## src/rtl/exe_stage.sv

```systemverilog
`default_nettype none
// ============================================================================
//  Module   : exe_stage
//  Purpose  : Pipeline EXE stage with multi-cycle divide handshake, flush/drain
//             handling and optional result forwarding (macro EXE_FWD_EN).
//  Revision : 1.0 - initial release
// ============================================================================
module exe_stage #(
    parameter int SIDE_W = 64
) (
    input  logic              clk,
    input  logic              reset,
    input  logic              ds_to_es_valid,
    input  logic [17:0]       ds_alu_op,
    input  logic [32:0]       ds_alu_src1,
    input  logic [32:0]       ds_alu_src2,
    input  logic [4:0]        ds_dest,
    input  logic              ds_gr_we,
    input  logic [SIDE_W-1:0] ds_side,
    output logic              es_allowin,
    output logic [17:0]       es_alu_op,
    output logic [32:0]       es_alu_src1,
    output logic [32:0]       es_alu_src2,
    input  logic [31:0]       alu_result,
    input  logic              div_valid,
    output logic              es_to_ms_valid,
    input  logic              ms_allowin,
    output logic [31:0]       es_result,
    output logic [4:0]        es_dest,
    output logic              es_gr_we,
    output logic [SIDE_W-1:0] es_side,
    input  logic              es_flush,
    output logic              es_fwd_we,
    output logic [4:0]        es_fwd_dest,
    output logic [31:0]       es_fwd_data,
    output logic              es_fwd_pending
);

    typedef enum logic [1:0] {
        S_IDLE  = 2'd0,
        S_BUSY  = 2'd1,
        S_DONE  = 2'd2,
        S_DRAIN = 2'd3
    } state_t;

    state_t            r_state;
    state_t            w_state_nxt;
    logic              r_valid;
    logic              w_valid_nxt;
    logic              w_capture;
    logic [17:0]       r_alu_op;
    logic [32:0]       r_src1;
    logic [32:0]       r_src2;
    logic [4:0]        r_dest;
    logic              r_gr_we;
    logic [SIDE_W-1:0] r_side;
    logic [31:0]       r_res_q;

    logic w_is_div;
    logic w_ds_is_div;
    logic w_ready_go;
    logic w_load;
    logic w_handoff;

    assign w_is_div    = |r_alu_op[17:14];
    assign w_ds_is_div = |ds_alu_op[17:14];
    assign w_ready_go  = !w_is_div || ((r_state == S_BUSY) && div_valid) || (r_state == S_DONE);

    assign es_to_ms_valid = r_valid && w_ready_go && !es_flush;
    assign es_allowin     = (r_state != S_DRAIN) && (!r_valid || (w_ready_go && ms_allowin));
    assign w_load         = ds_to_es_valid && es_allowin && !es_flush;
    assign w_handoff      = es_to_ms_valid && ms_allowin;

    always_comb begin
        w_state_nxt = r_state;
        w_valid_nxt = r_valid;
        w_capture   = 1'b0;
        case (r_state)
            S_DRAIN: begin
                if (div_valid) begin
                    w_state_nxt = S_IDLE;
                end
            end
            default: begin
                if (es_flush) begin
                    w_valid_nxt = 1'b0;
                    // A divide whose result lands this very cycle has nothing left to drain
                    w_state_nxt = ((r_state == S_BUSY) && !div_valid) ? S_DRAIN : S_IDLE;
                end else if (w_load) begin
                    w_valid_nxt = 1'b1;
                    w_state_nxt = w_ds_is_div ? S_BUSY : S_IDLE;
                end else if (w_handoff) begin
                    w_valid_nxt = 1'b0;
                    w_state_nxt = S_IDLE;
                end else if ((r_state == S_BUSY) && div_valid) begin
                    w_state_nxt = S_DONE;
                    w_capture   = 1'b1;
                end
            end
        endcase
    end

    always_ff @(posedge clk) begin
        if (reset) begin
            r_state  <= S_IDLE;
            r_valid  <= 1'b0;
            r_alu_op <= '0;
            r_src1   <= '0;
            r_src2   <= '0;
            r_dest   <= '0;
            r_gr_we  <= 1'b0;
            r_side   <= '0;
            r_res_q  <= '0;
        end else begin
            r_state <= w_state_nxt;
            r_valid <= w_valid_nxt;
            if (w_load) begin
                r_alu_op <= ds_alu_op;
                r_src1   <= ds_alu_src1;
                r_src2   <= ds_alu_src2;
                r_dest   <= ds_dest;
                r_gr_we  <= ds_gr_we;
                r_side   <= ds_side;
            end
            if (w_capture) begin
                r_res_q <= alu_result;
            end
        end
    end

    // Op is withdrawn in DONE so the divider re-arms; kept in DRAIN so it can finish
    assign es_alu_op = (r_state == S_DONE)  ? 18'd0    :
                       (r_state == S_DRAIN) ? r_alu_op :
                       (r_valid ? r_alu_op : 18'd0);

    assign es_alu_src1 = r_src1;
    assign es_alu_src2 = r_src2;
    assign es_result   = (r_state == S_DONE) ? r_res_q : alu_result;
    assign es_dest     = r_dest;
    assign es_gr_we    = r_gr_we;
    assign es_side     = r_side;

`ifdef EXE_FWD_EN
    assign es_fwd_we      = r_valid && r_gr_we;
    assign es_fwd_dest    = r_dest;
    assign es_fwd_data    = es_result;
    assign es_fwd_pending = r_valid && w_is_div && !w_ready_go;
`else
    assign es_fwd_we      = 1'b0;
    assign es_fwd_dest    = 5'd0;
    assign es_fwd_data    = 32'd0;
    assign es_fwd_pending = 1'b0;
`endif

endmodule
`default_nettype wire

```

## config.mk

```make
export PLATFORM = sky130hd
export DESIGN_NAME = exe_stage
export DESIGN_NICKNAME = d
export VERILOG_FILES = /design/src/rtl/exe_stage.sv
export SDC_FILE = /design/constraint.sdc
export NUM_CORES = 1
export LEC_CHECK = 0
export BUFFER_PORTS_ARGS = -buffer_cell sky130_fd_sc_hd__buf_4
export CAP_MARGIN = 20
export CORE_AREA = 2 2 165 167
export CTS_CLUSTER_DIAMETER = 150
export DETAILED_ROUTE_END_ITERATION = 7
export DIE_AREA = 0 0 167 169
export PLACE_DENSITY = 0.55
export SKIP_CTS_REPAIR_TIMING = 1
export SLEW_MARGIN = 20
export SYNTH_ARGS = -nofsm -noshare
export SYNTH_HDL_FRONTEND = slang
export SYNTH_SLANG_ARGS = --single-unit
```

## constraint.sdc

```tcl
create_clock -name clk -period 3.4 [get_ports clk]
set_input_delay 0.51 -clock clk [delete_from_list [all_inputs] [get_ports clk]]
set_output_delay 0.51 -clock clk [all_outputs]
set_load 0.01 [all_outputs]
```

Yosys cells after proc, flatten, opt, wreduce, memory -nomap -nowiden
Index checks and enable logic that the tools add are counted.
{ "classes": {"n_reduce_logical": 22, "bitwise_logic": 1, "mux": 20, "n_eq_ne": 5} }
{ "op_table": {"columns": ["cell", "n"], "rows": [
  ["$mux W18", 3],
  ["$mux W32", 1],
  ["$mux W2", 7],
  ["$logic_and A1 B1 Y1", 9],
  ["$mux W1", 9],
  ["$reduce_or A4 Y1", 2],
  ["$reduce_bool A5 Y1", 1],
  ["$eq A2 B2 Y1 const B", 2],
  ["$logic_not A1 Y1", 4],
  ["$ne A2 B2 Y1 const B", 2],
  ["$reduce_and A2 Y1", 2],
  ["$logic_or A1 B1 Y1", 3],
  ["$reduce_bool A3 Y1", 1],
  ["$eq A2 B1 Y1 const B", 1],
  ["$not A1 Y1", 1]
]} }
{ "word_totals": {"inputBits": 192, "reg_bits": 189, "out_inout_bits": 227} }

Logic depth before layout (Yosys ltp)
Gate-level depths: netlist of the first run.
{ "logic_depth": {"word_depth": 12, "mapped_depth": 7} }

Worst setup path before layout of the first run
No wires, ideal clock.
{ "synth_timing": {"kind": "register -> output", "start": "register r_state[0]", "end": "output es_alu_op[10]", "path_stages_with_launch": 6, "slack_ps": 1546, "t_required_ps": 2890, "n_path_buf": 2, "t_arrival_ps": 1344, "path_cell_list": "dfxtp_1 buf_6 and2_4 nor2_1 clkbuf_1 nor2b_1"} }
{ "synth_between": {"elab_chain_len": 3, "elab_cells_between_ends": 4, "classes_between": "2 x eq/ne; 2 x mux"} }
{ "synth_rtl": {"columns": ["item", "line", "rtl"], "rows": [
  ["from (decl)", "46", "state_t r_state;"],
  ["from (signal assigned)", "115", "r_state <= w_state_nxt;"],
  ["$eq A2 B2 Y1", "133", "(r_state == S_DRAIN) ? r_alu_op :"],
  ["$mux W18", "133", null],
  ["$mux W18 (*)", "132", "assign es_alu_op = (r_state == S_DONE) ? 18'd0 :"],
  ["to (decl)", "21", "output logic [17:0] es_alu_op,"]
]} }
Every way passes the cells marked *; elsewhere a longest branch is shown, timed or not.

Worst setup path after layout of the first run
{ "layout_timing": {"start": "register r_state[0]", "end": "output es_result[25]"} }
{ "layout_between": {"elab_chain_len": 2} }
{ "layout_rtl": {"columns": ["item", "line", "rtl"], "rows": [
  ["$eq A2 B2 Y1", "138", "assign es_result = (r_state == S_DONE) ? r_res_q : alu_result;"],
  ["$mux W32", "138", null],
  ["to (decl)", "28", "output logic [31:0] es_result,"]
]} }
No other way between the ends.

==> results of run 1 <==
[report_power, final]
group / internal [uW] / switching, uW / leakage (uW)
registers: 2310 / 53.8 / 0.00154
logic: 445 / 448 / 0.00298
clock network: 1010 / 962 / 0.000287
[state kept, by name (all words and copies together) (netlist names)]
signal       count
r_alu_op        18
es_side         64
r_valid          1
r_res_q         32
es_alu_src2     33
es_dest          5
es_alu_src1     33
es_gr_we         1
r_state          2
[per-stage QoR]
stage	utilization [%]	std cells	hold slack [ns]	instance area [um^2]
floorplan	-	1027	0.4338	8367
global placement	41.53	1625	0.4394	11000
detailed placement	41.53	1625	0.4470	11000
CTS	43.71	1657	0.3103	11580
global route	43.71	1657	0.3096	11580
finish	43.71	1657	0.3305	11580
[cell usage after synthesis (2+ instances only)]
master / instances
a21oi_1: 190
dfxtp_1: 189
nand3_1: 156
o21ai_1: 141
nand2_1: 66
buf_4: 50
clkbuf_1: 32
mux2_2: 32
buf_2: 31
nor2b_1: 21
buf_6: 20
o21ai_0: 16
buf_1: 10
nand2b_1: 4
nor2_1: 4
a211oi_1: 2
a21o_1: 2
nor3_1: 2
nor4_1: 2
or4_1: 2
[logic make-up after synthesis]
logic type	synth area share, %
and+or+nand+nor	16.45
muxes	4.382
other	0.04560
buffers and inverters	11.15
DFF	46.01
AOI/OAI and AO/OA	21.97
[routing by layer]
| metal | vias to the layer above | wire (um) |
|---|---|---|
| met5 | - | 0 |
| met3 | 23 | 2175 |
| met4 | 0 | 422 |
| li1 | 4015 | - |
| met2 | 277 | 12920 |
| met1 | 3772 | 11760 |
[how the worst max path moves through the flow]
stage | endpoint | slack (ns) | cells after the start
floorplan | es_alu_op[10] | 1.55 | 5
global placement | es_alu_src1[10]$_SDFFE_PP0P_ | 1.17 | 5
detailed placement | es_alu_src2[18]$_SDFFE_PP0P_ | 1.17 | 5
CTS | es_result[0] | 0.78 | 4
global route | es_result[23] | 0.69 | 4
finish | es_result[25] | 0.82 | 4
[critical path, cell delays in order (launching register included)]
cell	delay, ns
dfxtp_1	0.53
nand2b_1	0.15
buf_4	0.41
mux2_2	0.40
buf_4	0.15
[cells in the final DEF, fill, tap and decap left out, types with 4 or more instances in the layout]
master | Yosys | final
nor2b_1 | 21 | 21
a21oi_1 | 190 | 190
o21ai_1 | 141 | 141
buf_4 | 50 | 392
nand2_1 | 66 | 66
mux2_2 | 32 | 32
nand3_1 | 156 | 155
nand2b_1 | 4 | 4
buf_12 | 0 | 7
conb_1 | 1 | 39
dfxtp_1 | 189 | 189
o21ai_0 | 16 | 16
clkbuf_16 | 0 | 17
nor2_1 | 4 | 4
clkinv_4 | 0 | 6
[layout make-up]
class | count | area [um^2]
Inverter | 1 | 3.754
Multi-Input combinational cell | 694 | 3696
Clock buffer | 19 | 452.9
Clock inverter | 13 | 125.1
Fill cell | 2745 | 14920
Timing Repair Buffer | 400 | 3094
Sequential cell | 189 | 3784
Tap cell | 341 | 426.7
==> metrics, run 1 <==
outcome=complete, no violations; antenna-violating nets left=0; mapped cell area=8224 um^2; Port Buf Inserts=around 380; final net count=about 1.5k; Initial DRC Count=579; row cnt=60; met3 Track Usage GR=~6%; antenna fix cells=0; DIE HEIGHT=169 um; post-synthesis sequential area ratio=46.01%; I/O pin count=around 420; CTS buffer count=17; WHS Path Cells=3; reg2reg path depth=5; #FFs+latches synth=between 150 and 200; Post-route DRC=0; CP Data Required Time=2.89 ns; Initial Util=31.03%; Die W=167 um; Rel. slew slack=between 50% and 60%; clock sink count=189; routability cong.=roughly 0.75; CTS tree=done; RR Endpoint=es_side[13]$_SDFFE_PP0P_; Vias/cell=4.881; number of library cell types mapped by synthesis=37; pre-CTS WS=1.170 ns; clk_skew=0.01150 ns; fmax=387.0 MHz; pin count of the biggest net entering global routing=88; unrepaired setup endpoints after global routing=no; Post-synth EDFFs=0; Final Cycle Share=76.00%; TNS Setup=0 ns; Vias=between 8k and 9k; GR Overflow Total=0; max cap viols=0; DRT Wirelength=approximately 27 mm; Tot Pwr=5229 uW; worst path arrival time=2.07 ns; Final WS setup=0.8161 ns; HP Start=alu_result[20]; Final Max Slew Viols=0; Syn Area/Cell=8.316 um^2; Max rail drop VDD=0.0002936 V; clock latency on the worst-skew pair=0.43 ns; FF-to-FF setup slack=1.19 ns; cell taking the most area after synthesis=dfxtp_1; first-pass GRT wire length=41.90 mm; critical path type=register to primary output; # setup viols final=0; Core ar.=26500 um^2; CP endpoint kind=primary output; worst r2r src=r_valid$_SDFFE_PP0P_; CTS H-tree lvls=4; Power Density=451.4 nW/um^2; Synth top area share=46.01%; CTS max path bufs=2; Tmin final=2.584 ns; vias in the first global route=about 7.5k; Avg WL per Cell=16.46 um; Hold EP=r_res_q[20]$_SDFFE_PP0P_; Mapped Cells=989; Post-synth ARST share=0%; grt met2 use=29.22%; M1 GR Usage=23.34%; Clock transition at path regs=about 0.08 ns; worst-path fanout max=34; Top Usage Layer GRT=met2; share of cells above drive strength 1=between 30% and 40%; DP Wirelength=between 15 and 20 mm; Total Routing Usage GR=18.16%; Layout area overhead=40.83%; actual slew at the worst max-slew pin=0.7354 ns; initial antenna violation count=0; Yosys warning count=0; Worst Hold Class=input pin to register; Static Leakage=0.004804 uW; Critical Path Start=r_state[0]$_SDFFE_PP0P_; drt pass-1 iters=4; Final Hold Vio Count=0; clk root buf=clkbuf_16; Main synth FF type=dfxtp_1; top cells by area, synth=dfxtp_1, a21oi_1, nand3_1; CP Launch Type=register; DIE AREA=28220 um^2
No activity file was read; power rests on OpenSTA's default activity.
==> inputs of run 2 (changes only) <==
--- a/config.mk
+++ b/config.mk
@@ -5,13 +5,14 @@
 export SDC_FILE = /design/constraint.sdc
 export NUM_CORES = 1
 export LEC_CHECK = 0
+export ABC_AREA = 1
 export BUFFER_PORTS_ARGS = -buffer_cell sky130_fd_sc_hd__buf_4
 export CAP_MARGIN = 20
 export CORE_AREA = 2 2 165 167
 export CTS_CLUSTER_DIAMETER = 150
 export DETAILED_ROUTE_END_ITERATION = 7
 export DIE_AREA = 0 0 167 169
-export PLACE_DENSITY = 0.55
+export PLACE_DENSITY = 0.54
 export SKIP_CTS_REPAIR_TIMING = 1
 export SLEW_MARGIN = 20
 export SYNTH_ARGS = -nofsm -noshare
==> constraint.sdc (replaced) <==
create_clock -name clk -period 2.5 [get_ports clk]
set_input_delay 0.375 -clock clk [delete_from_list [all_inputs] [get_ports clk]]
set_output_delay 0.375 -clock clk [all_outputs]
set_load 0.01 [all_outputs]
==> run 2 against run 1 <==
Against the previous run: final cell count grew 5.5%; sequential cell count is the same; final area shrank 1.9%; non-clock buffer count shrank 7; setup slack lost 0.65 ns; critical path depth grew 1; count of clock-buffer cells in the layout shrank 2; sequential share of layout area grew 0.63 points; synthesized area shrank 5.6%; clock skew shrank 0.00073 ns.
==> metrics, run 2 <==
outcome=complete, no violations (unchanged); Post-route DRC=0 (unchanged); antenna-violating nets left=0 (unchanged); Tmin final=2.338 ns; critical path type=register to primary output (unchanged); max FFs per register=64 (unchanged); Layout area overhead=46.40% (was 40.83%); clk root buf=clkbuf_16 (unchanged); clock sink count=189 (unchanged); Synth top area share=48.75% (was 46.01%); Vias=7384 (was 8087); crit path cell chain=nand2_1 -> nand2_1 -> clkinv_1 -> nor3_1 -> buf_4 (was nand2b_1 -> buf_4 -> mux2_2 -> buf_4); CTS H-tree lvls=4 (unchanged); CP dominant cell by count=nand2_1 (was buf_4); actual slew at the worst max-slew pin=0.5621 ns (was 0.7354 ns); area post-placement=10750 um^2 (was 11000 um^2); cell family with most CP delay=simple AND/OR/NAND/NOR gates (was buffers and inverters); Yosys warning count=0 (unchanged); CP Launch Type=register (unchanged); sw frac=29.01% (was 27.99%); commonest non-fill, non-tap cell in the layout=buf_4 (unchanged); max incr delay on CP=0.38 ns (was 0.53 ns); DRT Wirelength=23.49 mm (was 27.28 mm); mapped cell area=7761 um^2 (was 8224 um^2); I/O pin count=419 (unchanged); Rel. slew slack=62.53% (was 50.97%); row cnt=60 (unchanged); Initial Util=29.29% (was 31.03%); antenna fix cells=0 (unchanged); TNS Setup=0 ns (unchanged); DIE AREA=28220 um^2 (unchanged); Post-synth EDFFs=0 (unchanged); GR Overflow Total=0 (unchanged); Final Cycle Share=93.51%; # setup viols final=0 (unchanged); pin count of the biggest net entering global routing=74 (was 88); Main synth FF type=dfxtp_1 (unchanged); sequential power share=44.2% (was 45.2%); Max rail drop VDD=0.0003467 V (was 0.0002936 V); first-pass GRT wire length=36.38 mm (was 41.90 mm); number of library cell types mapped by synthesis=23 (was 37); DP Wirelength=17.39 mm (was 18.06 mm); Initial DRC Count=363 (was 579); CTS max path bufs=2 (unchanged); #FFs+latches synth=189 (unchanged); initial antenna violation count=0 (unchanged); Combinational Power Share=17.9% (was 17.1%); pre-CTS WS=0.6422 ns (was 1.170 ns); CTS buffer count=17 (unchanged); Vias/cell=4.224 (was 4.881); Port Buf Inserts=379 (unchanged); Final Max Slew Viols=0 (unchanged); worst path arrival time=1.96 ns (was 2.07 ns); vias in the first global route=6694 (was 7493); CTS tree=done (unchanged); Post-synth ARST share=0% (unchanged); cell taking the most area after synthesis=dfxtp_1 (unchanged); Avg WL per Cell=13.44 um (was 16.46 um); Syn Area/Cell=7.371 um^2 (was 8.316 um^2); Slowest cell on crit path=dfxtp_1 (unchanged); Power Density=659.6 nW/um^2 (was 451.4 nW/um^2); unrepaired setup endpoints after global routing=no (unchanged); Buf/Inv on CP=2 (unchanged); worst-path fanout max=18 (was 34); Power Internal=5320 uW (was 3765 uW); post-synthesis sequential area ratio=48.75% (was 46.01%); top cells by area, synth=dfxtp_1, a21oi_1, inv_1 (was dfxtp_1, a21oi_1, nand3_1); Total Routing Usage GR=16.09% (was 18.16%); Mapped Cells=1053 (was 989); final net count=1586 (was 1495); Final WS setup=0.1624 ns (was 0.8161 ns); Worst Hold Class=input pin to register (unchanged); CP endpoint kind=primary output (unchanged); Clock power frac=37.8% (was 37.7%); clk_skew=0.01077 ns (was 0.01150 ns); Static Leakage=0.005438 uW (was 0.004804 uW); fmax=427.8 MHz; Final Hold Vio Count=0 (unchanged); CP Data Required Time=2.12 ns (was 2.89 ns); routability cong.=0.7956 (was 0.7541); Die W=167 um (unchanged); most common cell in the netlist=inv_1 (was a21oi_1); final instance area=11360 um^2 (was 11580 um^2); DIE HEIGHT=169 um (unchanged); Clock transition at path regs=0.08 ns (about the same); share of cells above drive strength 1=30.85% (was 35.87%); Sw Pwr=2174 uW (was 1464 uW); Core ar.=26500 um^2 (unchanged); Synth top cells by count=inv_1, dfxtp_1, a21oi_1, o21ai_0, nand2_1 (was a21oi_1, dfxtp_1, nand3_1, o21ai_1, nand2_1); hold_ws=0.1351 ns (was 0.3305 ns); clock latency on the worst-skew pair=0.43 ns (about the same); commonest non-fill, non-tap cells in the layout=buf_4, inv_1, dfxtp_1 (was buf_4, a21oi_1, dfxtp_1); drt pass-1 iters=4 (unchanged); max cap viols=0 (unchanged)
[run 2: cell count changes after synthesis, sizes merged, moves of 32 or more]
cell and delta:
a21oi -32, inv +197, mux2 -32, nand2 +48, nand3 -151, nor2 +65
[run 2: logic make-up (layout without fill, tap and decap cells)]
| group | Yosys count | after routing | share of synthesized area (%) |
|---|---|---|---|
| buffers and inverters | 309 | 625 | 18.17 |
| DFF | 189 | 189 | 48.75 |
| and+or+nand+nor | 209 | 209 | 10.79 |
| AOI/OAI and AO/OA | 345 | 345 | 22.25 |
| other | 1 | 39 | 0.04832 |
[run 2: per-stage QoR]
stage / utilization (%) / power (uW) / cells
2_1_floorplan: - / 4043 / 1091
3_3_place_gp: 40.55 / 4731 / 1716
3_5_place_dp: 40.55 / 4748 / 1716
4_1_cts: 42.88 / 7620 / 1748
5_1_grt: 42.88 / 7878 / 1748
6_report: 42.88 / 7495 / 1748
[run 2: worst register-to-register path, stage by stage (launching register included)]
cell and delay, ns:
dfxtp_1 0.34, inv_1 0.08, nand3_1 0.11, nand3_2 0.11, nand2_1 0.06, nand2_2 0.10, nand3_4 0.19, buf_12 0.24
buf_12 0.20, o21ai_0 0.19, a21oi_1 0.06
[run 2: worst paths after layout]
kind / start / endpoint / slack, ns / depth (start not counted)
hold / removal: reset / r_valid$_SDFFE_PP0P_ / 0.14 / 2
setup / recovery: r_state[0]$_SDFFE_PP0P_ / es_alu_op[11] / 0.16 / 5
setup reg to reg: r_state[1]$_SDFFE_PP0P_ / es_alu_src2[10]$_SDFFE_PP0P_ / 0.71 / 10
hold reg to reg: es_alu_src2[2]$_SDFFE_PP0P_ / es_alu_src2[2]$_SDFFE_PP0P_ / 0.44 / 2
[run 2: cell type report]
cell class,count,area (um^2)
Clock buffer,17,425.4
Clock inverter,15,190.2
Fill cell,2749,15140
Inverter,200,753.2
Multi-Input combinational cell,593,2720
Sequential cell,189,3784
Tap cell,341,426.7
Timing Repair Buffer,393,3063
[run 2: layer usage]
| layer | part of all wire, % | global-route usage [%] | vias to the layer above |
|---|---|---|---|
| met5 | 0 | 0 | - |
| met4 | 1.5 | 4.835 | 0 |
| met3 | 7.0 | 4.536 | 19 |
| met2 | 49 | 27.59 | 229 |
| met1 | 42 | 19.64 | 3233 |
| li1 | - | - | 3903 |
[run 2: power groups by stage]
stage | combinational [uW] | sequential [uW] | clock, uW
finish | 1350 | 3320 | 2830
global route | 1490 | 3340 | 3040
CTS | 1370 | 3320 | 2940
detailed placement | 1360 | 3390 | 0
global placement | 1350 | 3380 | 0
floorplan | 587 | 3460 | 0
